===== src/rtl/vreg_req_issuer.sv =====
// Per-lane request issuer: FIFOs lane requests and issues them one at a time to a crossbar port.
// Optional head-of-line starvation counter enabled by defining VREG_ISSUER_STARVE_CNT_EN.
module vreg_req_issuer #(
   parameter int unsigned DEPTH     = 4,
   parameter int unsigned ADDR_W    = 6,
   parameter int unsigned DATA_W    = 64,
   parameter int unsigned PTR_W     = 5,
   parameter int unsigned MAX_RETRY = 15
) (
   input  logic              clk,
   input  logic              reset,
   input  logic              enq_vld,
   output logic              enq_ready,
   input  logic              enq_is_write,
   input  logic [PTR_W-1:0]  enq_ptr,
   input  logic [ADDR_W-1:0] enq_addr,
   input  logic [DATA_W-1:0] enq_data,
   output logic              req_vld,
   output logic              req_is_write,
   output logic [PTR_W-1:0]  req_ptr,
   output logic [ADDR_W-1:0] req_addr,
   output logic [DATA_W-1:0] req_data,
   input  logic              rsp_vld,
   input  logic [DATA_W-1:0] vreg_rd_data,
   output logic              lane_rsp_vld,
   output logic              lane_rsp_is_write,
   output logic [DATA_W-1:0] lane_rsp_data,
   output logic              starve_err
);

   localparam int unsigned IdxW = $clog2(DEPTH);
   localparam int unsigned CntW = IdxW + 1;

   typedef enum logic [1:0] {StIdle, StIssue, StWait} state_e;

   state_e            state_q, state_d;
   logic [CntW-1:0]   count_q, count_d;
   logic [IdxW-1:0]   wr_idx_q, wr_idx_d;
   logic [IdxW-1:0]   rd_idx_q, rd_idx_d;
   logic              mem_wr_q   [DEPTH];
   logic [PTR_W-1:0]  mem_ptr_q  [DEPTH];
   logic [ADDR_W-1:0] mem_addr_q [DEPTH];
   logic [DATA_W-1:0] mem_data_q [DEPTH];
   logic              lane_rsp_vld_q, lane_rsp_is_write_q;
   logic [DATA_W-1:0] lane_rsp_data_q;
   logic              push, pop, head_vld;

   assign enq_ready = (count_q != CntW'(DEPTH));
   assign push      = enq_vld && enq_ready;
   assign pop       = (state_q == StWait) && rsp_vld;
   assign head_vld  = (count_q != '0);

   always_comb begin
      count_d  = count_q + CntW'(push) - CntW'(pop);
      wr_idx_d = wr_idx_q + IdxW'(push);
      rd_idx_d = rd_idx_q + IdxW'(pop);
   end

   // req_vld is dropped in WAIT so a single entry can never collect two grants
   always_comb begin
      state_d = state_q;
      req_vld = 1'b0;
      unique case (state_q)
         StIdle:  if (head_vld) state_d = StIssue;
         StIssue: begin
            req_vld = 1'b1;
            state_d = StWait;
         end
         StWait: begin
            if (rsp_vld) state_d = (count_d != '0) ? StIssue : StIdle;
            else         state_d = StIssue;
         end
         default: state_d = StIdle;
      endcase
   end

   assign req_is_write = head_vld ? mem_wr_q[rd_idx_q]   : 1'b0;
   assign req_ptr      = head_vld ? mem_ptr_q[rd_idx_q]  : '0;
   assign req_addr     = head_vld ? mem_addr_q[rd_idx_q] : '0;
   assign req_data     = head_vld ? mem_data_q[rd_idx_q] : '0;

   always_ff @(posedge clk or posedge reset) begin
      if (reset) begin
         state_q  <= StIdle;
         count_q  <= '0;
         wr_idx_q <= '0;
         rd_idx_q <= '0;
      end else begin
         state_q  <= state_d;
         count_q  <= count_d;
         wr_idx_q <= wr_idx_d;
         rd_idx_q <= rd_idx_d;
      end
   end

   always_ff @(posedge clk or posedge reset) begin
      if (reset) begin
         for (int i = 0; i < DEPTH; i++) begin
            mem_wr_q[i]   <= 1'b0;
            mem_ptr_q[i]  <= '0;
            mem_addr_q[i] <= '0;
            mem_data_q[i] <= '0;
         end
      end else if (push) begin
         mem_wr_q[wr_idx_q]   <= enq_is_write;
         mem_ptr_q[wr_idx_q]  <= enq_ptr;
         mem_addr_q[wr_idx_q] <= enq_addr;
         mem_data_q[wr_idx_q] <= enq_data;
      end
   end

   always_ff @(posedge clk or posedge reset) begin
      if (reset) begin
         lane_rsp_vld_q      <= 1'b0;
         lane_rsp_is_write_q <= 1'b0;
         lane_rsp_data_q     <= '0;
      end else begin
         lane_rsp_vld_q <= pop;
         if (pop) begin
            lane_rsp_is_write_q <= mem_wr_q[rd_idx_q];
            lane_rsp_data_q     <= mem_wr_q[rd_idx_q] ? '0 : vreg_rd_data;
         end
      end
   end

   assign lane_rsp_vld      = lane_rsp_vld_q;
   assign lane_rsp_is_write = lane_rsp_is_write_q;
   assign lane_rsp_data     = lane_rsp_data_q;

`ifdef VREG_ISSUER_STARVE_CNT_EN
   localparam int unsigned RetryW = $clog2(MAX_RETRY + 1);

   logic [RetryW-1:0] retry_q, retry_d;
   logic              starve_q, starve_d;

   // Counter saturates; the flag is sticky until reset
   always_comb begin
      retry_d  = retry_q;
      starve_d = starve_q;
      if (state_q == StWait) begin
         if (rsp_vld) begin
            retry_d = '0;
         end else if (retry_q != RetryW'(MAX_RETRY)) begin
            retry_d = retry_q + 1'b1;
            if (retry_q == RetryW'(MAX_RETRY - 1)) starve_d = 1'b1;
         end
      end
   end

   always_ff @(posedge clk or posedge reset) begin
      if (reset) begin
         retry_q  <= '0;
         starve_q <= 1'b0;
      end else begin
         retry_q  <= retry_d;
         starve_q <= starve_d;
      end
   end

   assign starve_err = starve_q;
`else
   assign starve_err = 1'b0;
`endif

endmodule


===== config.mk =====
export PLATFORM = sky130hd
export DESIGN_NAME = vreg_req_issuer
export DESIGN_NICKNAME = d
export VERILOG_FILES = /design/src/rtl/vreg_req_issuer.sv
export SDC_FILE = /design/constraint.sdc
export NUM_CORES = 1
export LEC_CHECK = 0
export ABC_AREA = 1
export CORE_MARGIN = 1.5
export CORE_UTILIZATION = 39
export DETAILED_ROUTE_END_ITERATION = 6
export PLACE_DENSITY = 0.72
export SLEW_MARGIN = 15
export SYNTH_ARGS = -nofsm -noshare
export SYNTH_HDL_FRONTEND = slang
export SYNTH_SLANG_ARGS = --single-unit

===== constraint.sdc =====
create_clock -name clk -period 13.4 [get_ports clk]
set_clock_uncertainty 0.2 [all_clocks]
set_input_delay 2.68 -clock clk [delete_from_list [all_inputs] [get_ports clk]]
set_output_delay 2.68 -clock clk [all_outputs]
set_load 0.01 [all_outputs]

# After elaboration in Yosys (flattened, before gate mapping)
# Cells that the tools add are included.
[classes]
n_bitwise = 2
n_mux = 34
addsub = 4
n_lt_le_gt_ge = 3
reduce_logical = 6
eq_ne = 4
[ops]
columns = ["cell", "count"]
rows = [
  ["64-bit two-way mux", 5],
  ["256-bit bitwise mux", 1],
  ["64-bit binary-select mux with 2-bit select", 1],
  ["64-bit demux with 2-bit select", 1],
  ["24-bit bitwise mux", 1],
  ["6-bit two-way mux", 4],
  ["20-bit bitwise mux", 1],
  ["5-bit two-way mux", 4],
  ["6-bit binary-select mux with 2-bit select", 1],
  ["6-bit demux with 2-bit select", 1],
  ["5-bit binary-select mux with 2-bit select", 1],
  ["5-bit demux with 2-bit select", 1],
  ["1-bit two-way mux", 7],
  ["3-bit greater-or-equal comparator (second input constant)", 2],
  ["2-bit NOT with 3-bit output", 2],
  ["2-bit one-hot mux with 3 select lines", 1],
  ["3-bit nonzero test", 2],
  ["2-bit by 1-bit adder with 2-bit output", 2],
  ["4-bit bitwise mux", 1],
  ["3-bit by 1-bit adder with 3-bit output", 1],
  ["1-bit logical AND", 3],
  ["3-bit by 1-bit < comparator with 1-bit output (second input constant)", 1],
  ["3-bit inequality test (second input constant)", 1],
  ["3-bit by 1-bit subtractor with 3-bit output", 1],
  ["7 further kinds", 7],
]
[word_totals]
inputBits = 144
reg_bits = 379
wordCells = 76
out_inout_bits = 145

# Longest topological paths before layout
# Gate-level depths: netlist (run 1).
[depth]
depth_word = 8
mapped_depth = 13

# Worst setup path after synthesis (run 1)
# OpenSTA, ideal clock, no wires.
[synth_timing]
kind = "input -> register"
start = "input rsp_vld"
end = "register state_q[0]"
t_arrival_ns = 4.200
path_buffers = 1
stages = 12
required_time_ns = 13.087
setup_ns = 0.113
slack_ns = 8.887
path_cell_list = "nand3_1 > inv_1 > buf_2 > nand2_1 > nand2_1 > ha_1 > fa_1 > nor2_1 > nor2b_1 > nand3_1 > nand2_1 > inv_1"
[synth_between]
elab_chain_cells = 6
[synth_lines]
columns = ["element", "line", "source"]
rows = [
  ["from (decl)", "23", "input logic rsp_vld,"],
  ["1-bit logical AND", "50", "assign pop = (state_q == StWait) && rsp_vld;"],
  ["3-bit by 1-bit subtractor with 3-bit output", "54", "count_d = count_q + CntW'(push) - CntW'(pop);"],
  ["named net count_d[1]", "37", "logic [CntW-1:0] count_q, count_d;"],
  ["3-bit nonzero test", "70", "if (rsp_vld) state_d = (count_d != '0) ? StIssue : StIdle;"],
  ["1-bit two-way mux (2 in a row)", "70", ""],
  ["2-bit one-hot mux with 3 select lines", "63", "unique case (state_q)"],
  ["to (signal assigned)", "84", "state_q <= StIdle;"],
  ["to (signal assigned)", "89", "state_q <= state_d;"],
  ["to (decl)", "36", "state_e state_q, state_d;"],
]
# The timed path passes the listed nets, and every way through them passes these cells.
# A chain may end at the register's enable or synchronous reset.

# Worst setup path in the final report (run 1)
[layout_timing]
start = "register rd_idx_q[0]"
end = "output req_data[28]"
[layout_between]
elab_chain_cells = 5
[layout_lines]
columns = ["element", "line", "source"]
rows = [
  ["from (decl)", "39", "logic [IdxW-1:0] rd_idx_q, rd_idx_d;"],
  ["from (signal assigned)", "92", "rd_idx_q <= rd_idx_d;"],
  ["2-bit NOT with 3-bit output (not written as such)", "80", "assign req_data = head_vld ? mem_data_q[rd_idx_q] : '0;"],
  ["64-bit binary-select mux with 2-bit select", "80", ""],
  ["64-bit two-way mux (not written as such) (2 in a row)", "80", ""],
  ["64-bit two-way mux", "80", ""],
  ["to (decl)", "22", "output logic [DATA_W-1:0] req_data,"],
]
# No other way between the ends. The select of a mux whose other input is x is not followed.

==> impl_metrics.py, run 1 <==
metrics = {
    "die": {
        "rows": 75,
        "ios": 289,
        "initial_core_util": 0.396,
        "die_x_um": 209,
        "coreArea_um2": 42000,
        "die_h_um": 209,
        "die_area_um2": 43900,
    },
    "synth": {
        "synth-seq-cells": 379,
        "synth_top_area_share": 0.570,
        "yosys_warnings": 0,
        "netlist_area_um2": 16600,
        "synth-edff-count": 0,
        "async_reset_ff_frac": 1.00,
        "synth.distinct_cells": 25,
        "ys_top_cells_by_area": "dfrtp_1 (57%), nand2_1 (10%), o21ai_1 (9.2%), nor2_1 (7.0%), o21ai_0 (4.5%)",
        "ys_seq_area_frac": 0.570,
        "avgSynthCellArea_um2": 8.37,
        "synth_cells": 1986,
        "synth_flop_cell": "dfrtp_1",
        "syn_nets": 2133,
        "yosysTopAreaCell": "dfrtp_1",
    },
    "finish": {
        "fin_nets": 2336,
        "final_common_cell": "nand2_1",
        "area_growth_pct": 26.3,
        "multiInputGateArea_um2": 6040,
        "most-common-layout-cells": "nand2_1 (451), dfrtp_1 (377), nor2_1 (309)",
        "diodes": 0,
        "regArea_um2": 9490,
        "drive_above_1_share": 0.0433,
        "fin_util": 0.499,
        "num-fill-cells": 3926,
    },
    "timing": {
        "setup_viol": 0,
        "max_freq_mhz": 150,
        "maxSlewHeadroom": 0.217,
        "drv_slew": 0,
        "rsz0062_at_grt": "false",
        "fin_crit_ns": 6.68,
        "worstMarginPinSlew_ns": 1.17,
        "min_period_over_period": 0.499,
        "tns_ns": 0,
        "hold_viol_final": 0,
    },
    "drt": {
        "wl_per_cell_um": 16.4,
        "ant_nets": 0,
        "first_pass_iters": 6,
        "viasPerCell": 5.13,
        "vias": 14200,
        "drt-initial-drc-count": 853,
        "route.detailed.drc": 0,
        "wl_um": 45300,
    },
    "setup_path": {
        "crit_slowest_cell": "buf_4",
        "cp_top_family": "buffers and inverters",
        "cpPeakStageDelay_ns": 0.77,
        "path_class": "flip-flop to output pin",
        "path_buf_inv": 3,
        "cp.required_ns": 10.52,
        "endpoint_kind": "output pin",
        "start_kind": "flip-flop",
        "crit_chain": "inv_4 > buf_4 > o21ai_0 > a21oi_1 > clkdlybuf4s50_1",
        "cp_max_fo": 88,
        "arrival_ns": 3.80,
    },
    "clocking": {
        "clockBufferDepth": 3,
        "cts_sinks": 379,
        "clkTransAtPathRegs_ns": 0.06,
        "clock_latency_ns": 0.56,
        "cts_tree": "done",
        "post_cts_buffers": 0,
        "cts_max_level": 2,
        "root_buffer": "clkbuf_16",
        "cts_resized": 0,
        "numCtsBuffers": 42,
        "hold_buffers": 0,
    },
    "power_and_ir_drop": {
        "vdd_drop_max_uv": 126,
        "p_leak_nw": 9.83,
        "power_density_nw_per_um2": 268,
    },
    "job": {
        "cap_violations": 0,
    },
    "global_routing": {
        "grt_max_degree": 197,
        "use_met3": 0.0534,
        "grt.met2_usage": 0.336,
        "top_usage_layer": "met2",
        "grt_pass1_vias": 14100,
        "grt_pass1_wl_um": 74400,
        "globalRouteOverflowTotal": 0,
        "grt_antenna_before_repair": 1,
        "globalRouteMet1Util": 0.281,
        "grt.total_usage": 0.210,
    },
    "placement": {
        "gp_congestion": 0.781,
        "hpwl_um": 26300,
        "portBuffers": 287,
    },
    "run_status": {
        "status": "finished, final reports clean",
    },
    "worst_hold_path": {
        "min_path_type": "flip-flop to flip-flop",
    },
}
==> routing by layer <==
metal | part of all wire | wire length, µm
met1 | 0.44 | 19900
met2 | 0.46 | 20700
met3 | 0.080 | 3610
met4 | 0.024 | 1080
met5 | 0.00024 | 11
==> worst paths after layout <==
check | startpoint | slack [ns] | end | cells after the start
max reg2reg | count_q[0]$_DFF_PP0_ | 10.50 | mem_data_q[179]$_DFFE_PP0P_ | 6
max in group asynchronous | reset | 8.59 | mem_ptr_q[4]$_DFFE_PP0P_ | 4
min reg2reg | lane_rsp_data[46]$_DFFE_PP0P_ | 0.28 | lane_rsp_data[46]$_DFFE_PP0P_ | 2
min | lane_rsp_data[46]$_DFFE_PP0P_ | 0.28 | lane_rsp_data[46]$_DFFE_PP0P_ | 2
min in group asynchronous | reset | 2.39 | mem_data_q[1]$_DFFE_PP0P_ | 2
max | rd_idx_q[0]$_DFF_PP0_ | 6.72 | req_data[28] | 5
==> power by group <==
group          internal [mW]  leakage (nW)  switching, mW
logic                   1.08          4.37           1.37
clock network          0.706         0.690          0.461
registers               1.66          4.77          0.342
==> state kept, by name, summed over array words and instances (netlist names), 2 cells and up <==
name / count
lane_rsp_data: 64
wr_idx_q: 2
mem_data_q: 256
state_q: 2
rd_idx_q: 2
mem_ptr_q: 20
mem_wr_q: 4
mem_addr_q: 24
count_q: 3
==> Yosys cell counts (2+ instances only) <==
| master | instances |
|---|---|
| a21oi_1 | 75 |
| buf_1 | 3 |
| buf_2 | 52 |
| buf_4 | 7 |
| buf_6 | 20 |
| clkbuf_1 | 62 |
| dfrtp_1 | 379 |
| ha_1 | 2 |
| inv_1 | 87 |
| nand2_1 | 452 |
| nand3_1 | 69 |
| nand3_4 | 2 |
| nand3b_4 | 2 |
| nor2_1 | 309 |
| o21ai_0 | 149 |
| o21ai_1 | 306 |
| xor2_1 | 2 |
==> worst reg2reg max path: cells and delay by family (launching register included) <==
kind | cells | cell delay [ns]
AO/OA/AOI/OAI | 1 | 0.13
buffers and inverters | 1 | 0.90
flip-flops | 1 | 0.42
AND/OR/NAND/NOR | 4 | 1.17
==> metrics by stage <==
stage	hold slack [ns]	setup WS (ns)	area (µm²)	power, mW	cells
6_report	0.278	6.72	21000	5.62	2758
3_5_place_dp	0.265	7.31	19500	4.47	2682
2_1_floorplan	0.254	5.43	16600	3.43	1986
5_1_grt	0.295	6.48	21000	6.06	2758
3_3_place_gp	0.261	7.32	19500	4.41	2682
4_1_cts	0.281	6.68	20900	5.67	2756
==> logic make-up after synthesis <==
kind of cell,after synthesis,synth area share
buffers and inverters,232,0.0669
and+or+nand+nor,839,0.199
other,1,0.000226
xor gates and xnor gates,2,0.00105
DFF,379,0.570
adders and majority gates,3,0.00271
AOI/OAI and AO/OA,530,0.160
==> area by class of cell <==
type / instances / share of cell area
well taps: 539 / 0.0321
inverters: 88 / 0.0160
flip-flops and latches: 379 / 0.452
clock inverters: 11 / 0.00650
multi-input cells: 1375 / 0.288
clock buffers: 63 / 0.0601
repair buffers: 303 / 0.145
Note: power is estimated with default switching activity, not from simulation.
==> inputs of run 2 (changes only) <==
==> constraint.sdc (replaced) <==
create_clock -name clk -period 5.7 [get_ports clk]
set_clock_uncertainty 0.2 [all_clocks]
set_input_delay 1.14 -clock clk [delete_from_list [all_inputs] [get_ports clk]]
set_output_delay 1.14 -clock clk [all_outputs]
set_load 0.01 [all_outputs]
==> run 2 against run 1 <==
Against the previous run:
- utilization increased by 0.17 points
- register-to-register slack got worse by 8.4 ns
- worst setup slack got worse by 6.0 ns
- die area unchanged
- largest cell class unchanged
- worst hold slack got worse by 0.00073 ns
- via count increased by 0.56%
- clock power increased by 130%
- routed wire length increased by 1.2%
- total power increased by 140%
- critical path depth increased by 1
- sequential share of layout area decreased by 0.16 points
- critical endpoint is now req_data[47]
- critical path type unchanged
==> impl_metrics.py, run 2 (synthesis gave the netlist of run 1 again) <==
metrics = {
    "timing": {
        "fin_crit_ns": 4.95,
        "tns_ns": 0,
        "min_period_over_period": 0.869,
        "hold_viol_final": 0,
        "setup_viol": 0,
        "rsz0062_at_grt": "false",
        "max_freq_mhz": 202,
        "maxSlewHeadroom": 0.255,
        "drv_slew": 0,
        "hold_slack_ns": 0.277,
        "worstMarginPinSlew_ns": 1.12,
    },
    "finish": {
        "drive_above_1_share": 0.0480,
        "largest-register": "mem_data_q",
        "largest_reg_flops": 256,
        "area_growth_pct": 26.7,
        "fin_nets": 2345,
        "final_cells": 2768,
        "final_common_cell": "nand2_1",
        "most-common-layout-cells": "nand2_1 (451), dfrtp_1 (377), nor2_1 (309)",
        "fin_util": 0.501,
        "diodes": 0,
    },
    "power_and_ir_drop": {
        "power_density_nw_per_um2": 629,
        "intPower_mw": 8.12,
        "switching_share": 0.387,
        "p_leak_nw": 9.88,
        "vdd_drop_max_uv": 446,
        "clockPowerShare": 0.207,
        "seq_power_share": 0.350,
        "pwr-share-comb": 0.442,
        "p_switching_mw": 5.12,
    },
    "setup_path": {
        "endpoint_kind": "output pin",
        "arrival_ns": 3.61,
        "cp.required_ns": 4.36,
        "rr_startpoint": "rd_idx_q[1]$_DFF_PP0_",
        "cp-startpoint": "rd_idx_q[1]$_DFF_PP0_",
        "start_kind": "flip-flop",
        "path_class": "flip-flop to output pin",
        "cp_max_fo": 78,
    },
    "run_status": {
        "status": "finished, final reports clean",
    },
    "clocking": {
        "cts_resized": 0,
        "clockBufferDepth": 3,
        "root_buffer": "clkbuf_16",
        "numCtsBuffers": 42,
        "cts_max_level": 2,
        "cts_tree": "done",
        "hold_buffers": 0,
        "cts_sinks": 379,
        "post_cts_buffers": 0,
        "clock_latency_ns": 0.55,
        "clkTransAtPathRegs_ns": 0.06,
    },
    "placement": {
        "portBuffers": 287,
        "dp.cells": 2693,
        "gp_congestion": 0.796,
        "hpwl_um": 27800,
    },
    "global_routing": {
        "top_usage_layer": "met2",
        "use_met3": 0.0613,
        "grt.met2_usage": 0.353,
        "globalRouteOverflowTotal": 0,
        "grt.total_usage": 0.213,
        "grt_pass1_wl_um": 75400,
        "grt_antenna_before_repair": 0,
        "globalRouteMet1Util": 0.276,
        "grt_pass1_vias": 14400,
        "grt_max_degree": 133,
    },
    "drt": {
        "vias": 14200,
        "route.detailed.drc": 0,
        "viasPerCell": 5.14,
        "first_pass_iters": 6,
        "drt-initial-drc-count": 1064,
        "wl_um": 45900,
        "ant_nets": 0,
        "wl_per_cell_um": 16.6,
    },
    "die": {
        "die_h_um": 209,
        "coreArea_um2": 42000,
        "die_x_um": 209,
        "rows": 75,
        "ios": 289,
        "die_area_um2": 43900,
        "initial_core_util": 0.396,
    },
    "job": {
        "cap_violations": 0,
    },
    "worst_hold_path": {
        "min_path_type": "flip-flop to flip-flop",
        "hold_start": "lane_rsp_data[14]$_DFFE_PP0P_",
    },
}
-- run 2: cell count changes in the layout (fill, tap and decap cells not counted), sizes merged --
| cell | before | now |
|---|---|---|
| clkinvlp | 2 | 1 |
| buf | 16 | 25 |
| clkinv | 6 | 10 |
| clkbuf | 63 | 61 |
-- run 2: per-layer routing --
metal,vias to the layer above,part of all wire
met5,-,0
met4,0,0.014
met1,6829,0.43
met2,489,0.48
met3,49,0.083
li1,6864,-
-- run 2: final timing paths --
path | endpoint | slack, ns | depth (start not counted)
max in group asynchronous | mem_addr_q[11]$_DFFE_PP0P_ | 3.14 | 3
min in group asynchronous | mem_data_q[1]$_DFFE_PP0P_ | 0.94 | 2
worst max-delay path | req_data[47] | 0.75 | 6
worst min-delay path | lane_rsp_data[14]$_DFFE_PP0P_ | 0.28 | 2
worst max register to register | lane_rsp_data[34]$_DFFE_PP0P_ | 2.15 | 7
worst min register to register | lane_rsp_data[14]$_DFFE_PP0P_ | 0.28 | 2
-- run 2: worst max-delay path: stages, from the launching register on --
cell and delay, ns:
dfrtp_4 1.13, inv_2 0.24, buf_4 0.48, nor2_1 0.22
o21ai_0 0.13, a21oi_1 0.23, clkdlybuf4s50_1 0.57
-- run 2: final cells by class --
class | instances | area [µm²]
timing repair buffer | 312 | 3120
fill | 3904 | 21000
inverter | 88 | 337
clock buffer | 61 | 1240
multi-input combinational | 1375 | 6040
clock inverter | 14 | 153
sequential | 379 | 9490
tap | 539 | 674
-- run 2: stage by stage --
step,power (mW),worst slack (ns),area [µm²]
2_1_floorplan,8.07,-0.732,16600
3_3_place_gp,10.4,1.33,19700
3_5_place_dp,10.6,1.35,19700
4_1_cts,13.4,0.658,21100
5_1_grt,14.3,0.491,21100
6_report,13.2,0.747,21100
-- run 2: power by group through the flow --
stage,clock network [mW],logic [mW],registers [mW]
after floorplan,0,3.58,4.49
after global placement,0,5.79,4.61
after detailed placement,0,5.89,4.66
after CTS,2.81,5.93,4.64
after global routing,2.92,6.57,4.79
final,2.74,5.86,4.64
